$ cat src/rtl/grid_arbiter.sv
// grid_arbiter: round-robin arbiter for the single-port 40x30x3 level grid RAM.
// A grant is held while its request stays high, so owners can do atomic
// read-modify-write sequences. Coordinates are bounds-checked and read data
// is routed back with a per-requester valid.
// Optional feature: define GRID_ARB_TIMEOUT_EN to enable the hold watchdog,
// which revokes a grant held MAX_HOLD cycles while another requester waits.
module grid_arbiter #(
  parameter int NUM_REQ  = 4,
  parameter int GRID_W   = 40,
  parameter int GRID_H   = 30,
  parameter int RD_LAT   = 1,
  parameter int MAX_HOLD = 4096
) (
  input  logic                 clock,
  input  logic                 reset,
  input  logic [NUM_REQ-1:0]   req,
  output logic [NUM_REQ-1:0]   gnt,
  input  logic [6*NUM_REQ-1:0] req_x,
  input  logic [5*NUM_REQ-1:0] req_y,
  input  logic [NUM_REQ-1:0]   req_we,
  input  logic [3*NUM_REQ-1:0] req_wdata,
  output logic [2:0]           rd_data,
  output logic [NUM_REQ-1:0]   rd_valid,
  output logic [5:0]           grid_x,
  output logic [4:0]           grid_y,
  output logic                 grid_write,
  output logic [2:0]           grid_in,
  input  logic [2:0]           grid_out,
  output logic                 busy,
  output logic                 oob_err,
  output logic                 timeout
);

  localparam int IW = (NUM_REQ > 1) ? $clog2(NUM_REQ) : 1;

  typedef enum logic [0:0] {
    ST_IDLE = 1'b0,
    ST_OWN  = 1'b1
  } state_t;

  // One-hot decode of a requester index.
  function automatic logic [NUM_REQ-1:0] onehot(input logic [IW-1:0] idx);
    logic [NUM_REQ-1:0] v;
    v = '0;
    for (int k = 0; k < NUM_REQ; k++) begin
      v[k] = (idx == IW'(k));
    end
    return v;
  endfunction

  // First set request bit at or after the pointer, wrapping around.
  function automatic logic [IW-1:0] rr_pick(input logic [NUM_REQ-1:0] r,
                                           input logic [IW-1:0]      p);
    logic [IW-1:0] sel;
    logic          found;
    int            idx;
    sel   = '0;
    found = 1'b0;
    for (int k = 0; k < NUM_REQ; k++) begin
      idx = int'(p) + k;
      if (idx >= NUM_REQ) begin
        idx = idx - NUM_REQ;
      end else begin
        idx = idx;
      end
      if (!found && r[idx]) begin
        found = 1'b1;
        sel   = IW'(idx);
      end else begin
        found = found;
      end
    end
    return sel;
  endfunction

  state_t             state_r, state_nx_s;
  logic [NUM_REQ-1:0] gnt_r, gnt_nx_s;
  logic [IW-1:0]      owner_r, owner_nx_s;
  logic [IW-1:0]      ptr_r, ptr_nx_s;
  logic [IW-1:0]      pick_s, ptr_after_s;
  logic               oob_err_r;
  logic               access_s;
  logic               oob_s;
  logic               hold_exp_s;
  logic [5:0]         cur_x_s, grid_x_r;
  logic [4:0]         cur_y_s, grid_y_r;
  logic [2:0]         cur_wd_s, grid_in_r;
  logic               cur_we_s;

  // Read-result pipeline: one entry per cycle of RAM latency.
  logic [RD_LAT-1:0]  pipe_v_r;
  logic [RD_LAT-1:0]  pipe_oob_r;
  logic [IW-1:0]      pipe_own_r [RD_LAT];

  assign pick_s      = rr_pick(req, ptr_r);
  assign ptr_after_s = (owner_r == IW'(NUM_REQ - 1)) ? '0 : owner_r + IW'(1);
  assign access_s    = (state_r == ST_OWN) && req[owner_r];

  // Select the current owner's request slice and bounds-check it.
  always_comb begin
    cur_x_s  = req_x[int'(owner_r)*6 +: 6];
    cur_y_s  = req_y[int'(owner_r)*5 +: 5];
    cur_wd_s = req_wdata[int'(owner_r)*3 +: 3];
    cur_we_s = req_we[owner_r];
    oob_s    = ({1'b0, cur_x_s} >= 7'(GRID_W)) || ({1'b0, cur_y_s} >= 6'(GRID_H));
  end

`ifdef GRID_ARB_TIMEOUT_EN
  localparam int HCW = (MAX_HOLD > 1) ? $clog2(MAX_HOLD) : 1;
  logic [HCW-1:0] hold_cnt_r;
  logic           timeout_r, timeout_nx_s;

  assign hold_exp_s = (hold_cnt_r == HCW'(MAX_HOLD - 1)) && ((req & ~gnt_r) != '0);
  assign timeout    = timeout_r;

  // Hold counter: zero while idle so every OWN tenure starts from 0; saturates.
  always_ff @(posedge clock or posedge reset) begin
    if (reset) begin
      hold_cnt_r <= '0;
    end else if (state_r == ST_IDLE) begin
      hold_cnt_r <= '0;
    end else if (hold_cnt_r != HCW'(MAX_HOLD - 1)) begin
      hold_cnt_r <= hold_cnt_r + HCW'(1);
    end else begin
      hold_cnt_r <= hold_cnt_r;
    end
  end

  // Watchdog pulse register.
  always_ff @(posedge clock or posedge reset) begin
    if (reset) begin
      timeout_r <= 1'b0;
    end else begin
      timeout_r <= timeout_nx_s;
    end
  end
`else
  assign hold_exp_s = 1'b0;
  assign timeout    = 1'b0;
`endif

  // Arbiter next-state: pick in IDLE, hold in OWN until release (or watchdog).
  always_comb begin
    state_nx_s = state_r;
    gnt_nx_s   = gnt_r;
    owner_nx_s = owner_r;
    ptr_nx_s   = ptr_r;
`ifdef GRID_ARB_TIMEOUT_EN
    timeout_nx_s = 1'b0;
`endif
    case (state_r)
      ST_IDLE: begin
        if (req != '0) begin
          owner_nx_s = pick_s;
          gnt_nx_s   = onehot(pick_s);
          state_nx_s = ST_OWN;
        end else begin
          gnt_nx_s   = '0;
          state_nx_s = ST_IDLE;
        end
      end
      ST_OWN: begin
        if (!req[owner_r]) begin
          gnt_nx_s   = '0;
          ptr_nx_s   = ptr_after_s;
          state_nx_s = ST_IDLE;
        end else if (hold_exp_s) begin
          gnt_nx_s   = '0;
          ptr_nx_s   = ptr_after_s;
          state_nx_s = ST_IDLE;
`ifdef GRID_ARB_TIMEOUT_EN
          timeout_nx_s = 1'b1;
`endif
        end else begin
          state_nx_s = ST_OWN;
        end
      end
      default: begin
        gnt_nx_s   = '0;
        state_nx_s = ST_IDLE;
      end
    endcase
  end

  // Arbiter state, grant, owner, pointer and bounds-error pulse registers.
  always_ff @(posedge clock or posedge reset) begin
    if (reset) begin
      state_r   <= ST_IDLE;
      gnt_r     <= '0;
      owner_r   <= '0;
      ptr_r     <= '0;
      oob_err_r <= 1'b0;
    end else begin
      state_r   <= state_nx_s;
      gnt_r     <= gnt_nx_s;
      owner_r   <= owner_nx_s;
      ptr_r     <= ptr_nx_s;
      oob_err_r <= access_s && oob_s;
    end
  end

  // Remember the last driven RAM address/data so the port holds between accesses.
  always_ff @(posedge clock or posedge reset) begin
    if (reset) begin
      grid_x_r  <= 6'd0;
      grid_y_r  <= 5'd0;
      grid_in_r <= 3'd0;
    end else if (access_s) begin
      grid_x_r  <= cur_x_s;
      grid_y_r  <= cur_y_s;
      grid_in_r <= cur_wd_s;
    end else begin
      grid_x_r  <= grid_x_r;
      grid_y_r  <= grid_y_r;
      grid_in_r <= grid_in_r;
    end
  end

  // RAM port: follows the owner's slice during access cycles, else holds.
  always_comb begin
    if (access_s) begin
      grid_x     = cur_x_s;
      grid_y     = cur_y_s;
      grid_in    = cur_wd_s;
      grid_write = cur_we_s && !oob_s;
    end else begin
      grid_x     = grid_x_r;
      grid_y     = grid_y_r;
      grid_in    = grid_in_r;
      grid_write = 1'b0;
    end
  end

  // Track reads through the RAM latency so results reach their original owner.
  always_ff @(posedge clock or posedge reset) begin
    if (reset) begin
      pipe_v_r   <= '0;
      pipe_oob_r <= '0;
      for (int k = 0; k < RD_LAT; k++) begin
        pipe_own_r[k] <= '0;
      end
    end else begin
      pipe_v_r[0]   <= access_s && !cur_we_s;
      pipe_oob_r[0] <= oob_s;
      pipe_own_r[0] <= owner_r;
      for (int k = 1; k < RD_LAT; k++) begin
        pipe_v_r[k]   <= pipe_v_r[k-1];
        pipe_oob_r[k] <= pipe_oob_r[k-1];
        pipe_own_r[k] <= pipe_own_r[k-1];
      end
    end
  end

  // Read return: valid to the tracked owner; out-of-bounds reads return zero.
  always_comb begin
    if (pipe_v_r[RD_LAT-1]) begin
      rd_valid = onehot(pipe_own_r[RD_LAT-1]);
      rd_data  = pipe_oob_r[RD_LAT-1] ? 3'd0 : grid_out;
    end else begin
      rd_valid = '0;
      rd_data  = 3'd0;
    end
  end

  assign gnt     = gnt_r;
  assign busy    = |gnt_r;
  assign oob_err = oob_err_r;

endmodule

$ cat config.mk
export PLATFORM = sky130hd
export DESIGN_NAME = grid_arbiter
export DESIGN_NICKNAME = d
export VERILOG_FILES = /design/src/rtl/grid_arbiter.sv
export SDC_FILE = /design/constraint.sdc
export NUM_CORES = 1
export LEC_CHECK = 0
export ABC_CLOCK_PERIOD_IN_PS = 2100
export CORE_ASPECT_RATIO = 1.5
export CORE_MARGIN = 10
export CORE_UTILIZATION = 34
export DETAILED_ROUTE_END_ITERATION = 6
export MAX_ROUTING_LAYER = met4
export PLACE_DENSITY = 0.85
export SETUP_SLACK_MARGIN = 0.05
export SYNTH_ARGS = -nofsm -noshare
export SYNTH_HDL_FRONTEND = slang
export SYNTH_SLANG_ARGS = --single-unit
$ cat constraint.sdc
create_clock -name clock -period 2.1 [get_ports clock]
set_input_delay 0.315 -clock clock [delete_from_list [all_inputs] [get_ports clock]]
set_output_delay 0.315 -clock clock [all_outputs]
set_load 0.01 [all_outputs]
* Word-level counts from Yosys, hierarchy flattened *
Index checks and enable logic that the tools add are counted.

word-level totals
  input bits = 69
  word-level logic and storage cells = 106
  bits in registers = 28
  output and inout bits = 29

cells by class
  bitwise operators = 2
  equal/unequal tests = 8
  shift-type cells = 3
  add/subtract/negate cells = 8
  reductions and logical operators = 19
  magnitude comparators = 11
  multiplexer cells = 41
  multipliers = 3

operator list
  kind                   count
  $lt A32 B4 Y1 const B  4
  $mux W32               4
  $shiftx A24 B6 Y6      1
  $shiftx A20 B6 Y5      1
  $mux W1                16
  $bmux W1 S2            6
  $mux W4                3
  $shiftx A12 B5 Y3      1
  $sub A3 B3 Y4 const B  3
  $eq A2 B2 Y1 const B   5
  $mux W2                5
  $ge A3 B3 Y1 const B   3
  $mux W3                3
  $mul A2 B2 Y4 const B  2
  $pmux W4 S2            1
  $logic_and A1 B1 Y1    7
  $add A2 B2 Y3 const B  2
  $ge A6 B6 Y1 const B   1
  $mux W6                1
  $ge A5 B5 Y1 const B   1
  $logic_not A1 Y1       5
  $mul A2 B3 Y5 const B  1
  $mux W5                1
  $eq A2 B1 Y1 const B   2
  other kinds (13)       16

* Depth between registers and ports, before layout *
  depth in word-level cells = 18
  depth in mapped cells = 7
  mapped depth without buffers = 4

* Worst setup path before layout *
OpenSTA, ideal clock, no wires.

  kind = reg2out
  start = register owner_r[0]
  end = output grid_x[0]
  setup slack = 0.022 ns
  cell stages (with the launch flop) = 7
  arrival = 1.763 ns
  data required time = 1.785 ns
  buffers on the path = 3
  path through = dfrtp_1 > buf_6 > mux4_2 > and2_4 > buf_6 > buf_8 > mux2_4

between the ends
  word-level cells in the longest chain between the ends = 4
  elaborated cells on any way between the ends = 6
  those cells by class = 1 x mul; 1 x shift; 3 x mux; 1 x reduce/logical

RTL lines
  element                                                                line  source
  start: declaration                                                     78    logic [IW-1:0] owner_r, owner_nx_s;
  start signal: assignment                                               196   owner_r <= owner_nx_s;
  parallel branches: the longest is 3 deep, another holds $mul A2 B2 Y4  --
  $mux W6 *                                                              --
  end: declaration                                                       24    output logic [5:0] grid_x,

Every way passes the cells marked *. The select of a mux whose other input is x is not followed.

* Final worst setup path *
Same ends and word-level chain as after synthesis.

==> results_dict.tcl <==
set metrics [dict create \
    worstPathRequired_ns 1.78 \
    total_leakage_power_uw 0.001302 \
    wirelength_um 5584 \
    layout.nets 310 \
    drcViolationCount 0 \
    violations "negative setup slack" \
    pre_cts_ws_ns -0.5311 \
    synth_compound_area_frac 0.06769 \
    path_cells "buf_6, mux4_2, and2_4, buf_12, mux2_4, buf_6" \
    hold_ws_ns 0.3535 \
    ys_seq_area_frac 0.4308 \
    ys_warn_count 0 \
    hpwl_um 4464 \
    area_growth_pct 85.31 \
    tightestPinTransition_ns 0.5227 \
    wl_per_cell_um 18.43 \
    cts_hold_buf 0 \
    dp_cells 288 \
    critPathMaxFanout 3 \
    clock_sinks 28 \
    stdcell_count 303 \
    cpPeakStageDelay_ns 0.54 \
    grt_max_degree 18 \
    synth_top_area_share 0.4308 \
    synth_top_family_by_area "multiplexers" \
    rsz0062_at_grt "yes" \
    maxCapViolations 0 \
    vias 1504 \
    via_per_inst 4.964 \
    synth.distinct_cells 35 \
    synth_seq_cells 28 \
    cp-start-kind "flip-flop" \
    cts_tree "yes" \
    start_util 0.3552 \
    io_pins 98 \
    clkTransAtPathRegs_ns 0.10 \
    clock_latency_ns 0.27 \
    critPathCaptureType "output port" \
    yosys-top-cells-area "dfrtp_1, mux4_2, mux4_1, mux2_2, mux2_4" \
    grt_pass1_wl_um 9025 \
    antenna_left 0 \
    syn_inst 117 \
    grt_pass1_vias 1745 \
    avgSynthCellArea_sq_um 13.90 \
    yosysMostFrequentCell "dfrtp_1" \
    synthTopCellsByCount "dfrtp_1, mux4_2, mux2_2, nand2_1" \
    power_uw 4199 \
    fin_crit_sh 1.151 \
    die_y_um 104.7 \
    rows 30 \
    slowest_stage "mux4_2" \
    fin_skew_ns 0.009957 \
    status "finished, violations left" \
    globalplace.congestion 0.8273 \
    cellPowerDensity_nw_per_um2 1393 \
    synth-async-reset-ratio 1.000 \
    synth-edff-count 0 \
    cts_buffers 3 \
    port_buffers 96 \
    ir_worst_vdd_v 0.0007350 \
    hold_viol 0 \
    syn_nets 187 \
    nFillCells 354 \
    dieWidth_um 76.48 \
    hp-class "primary input to asynchronous set/reset pin" \
    design.core.area_sq_um 4579 \
    placed_area_sq_um 2781 \
    num_antenna_cells 0 \
    cts_root_buffer "clkbuf_8" \
    grt_usage 0.1414 \
    grt_antenna_before_repair 0 \
    synth-xor-area-share 0 \
    synthSimpleGateAreaFrac 0.09154 \
    crit_top_cell "buf_6" \
    period_needed_ns 2.418 \
    setup_ws_ns -0.3180 \
    synthMuxAreaShare 0.3546 \
    slew_viol_final 0 \
    netlist_area_sq_um 1627 \
    slew-limit-headroom 0.6483 \
    path_buf_inv 3 \
    arrival_ns 2.10 \
    overflow 0 \
    max_freq_ghz 0.4136 \
    setup_violations 15 \
    crit_type "flip-flop to output port" \
    finish.instance_area_sq_um 3014 \
    synthAdderAreaFrac 0.007692 \
    drt-initial-drc-count 36 \
    cts_buffer_depth 2 \
    die_area_sq_um 8008 \
    cts_max_level 1 \
    dr.pass1.iters 4 \
    yosysTopAreaCell "dfrtp_1" \
    synth-main-ff-cell "dfrtp_1" \
    drive_above_1_share 0.3305 \
    crit_family "multiplexers" \
]
==> placed cells by master, fill, tap and decap left out, drive strengths merged, types with 3 or more instances in the layout <==
cell | synthesis | routed
mux4 | 16 | 16
a21oi | 3 | 3
nor2 | 5 | 5
dfrtp | 28 | 28
clkbuf | 1 | 4
inv | 4 | 4
and2 | 4 | 5
clkdlybuf4s50 | 0 | 80
nand2 | 9 | 9
mux2 | 15 | 15
o21ai | 3 | 3
buf | 6 | 42
==> metal layers <==
layer | global-route usage | routed length [um] | up-vias
li1 | - | - | 691
met1 | 0.1466 | 2138 | 743
met2 | 0.2561 | 3048 | 64
met3 | 0.03859 | 324 | 6
met4 | 0.03600 | 72 | 0
met5 | - | 0 | -
==> sequential cells by signal, indices dropped and copies added (netlist names) <==
signal	cells
ptr_r	2
owner_r	2
gnt	4
pipe_oob_r	1
pipe_v_r	1
oob_err	1
pipe_own_r	2
grid_x_r	6
grid_in_r	3
grid_y_r	5
state_r	1
==> final cells by class <==
type                       instances  area [sq um]  share of cell area
tap                               64         80.08             0.02657
multi-input combinational         79         864.6              0.2868
inverter                           4         15.01            0.004981
sequential                        28         701.9              0.2329
timing repair buffer             124          1281              0.4251
clock buffer                       3         41.29             0.01370
clock inverter                     1         30.03            0.009963
==> kinds of logic after synthesis <==
| family | Yosys count |
|---|---|
| muxes | 32 |
| other | 1 |
| AOI/OAI and AO/OA | 16 |
| adders and majority gates | 1 |
| DFF | 28 |
| buffers and inverters | 11 |
| and+or+nand+nor | 28 |
==> metrics by stage <==
step,util,setup TNS [ns]
floorplan,-,0
global placement,0.6074,-7.412
detailed placement,0.6074,-7.576
CTS,0.6478,-4.161
global route,0.6582,-5.016
finish,0.6582,-3.948
==> report_power, final <==
group / leakage, uW / internal, uW / switching (uW) / total [uW]
clock: 0.0000357 / 255 / 167 / 422
combinational: 0.000926 / 1750 / 1060 / 2810
sequential: 0.000341 / 809 / 157 / 966
total: 0.00130 / 2810 / 1390 / 4200
==> final timing paths <==
check | startpoint | to | slack [ns] | cells past startpoint
max | owner_r[0] | grid_x[0] | -0.32 | 6
min | reset | grid_in_r[1] | 0.35 | 2
max reg2reg | owner_r[0] | grid_x_r[4] | 0.10 | 7
min reg2reg | grid_x_r[1] | grid_x_r[1] | 0.51 | 1
max in group asynchronous | reset | grid_y_r[3] | 1.28 | 3
min in group clock | grid_x_r[1] | grid_x_r[1] | 0.51 | 1
==> timing repair <==
item / CTS / global route
gates resized for setup: 77 / 10
endpoints found under the setup margin: 15 / 17
gates cloned: 1 / 1
setup buffers: 7 / 3
pin swaps: 0 / 2
(Power assumes the default switching activity.)
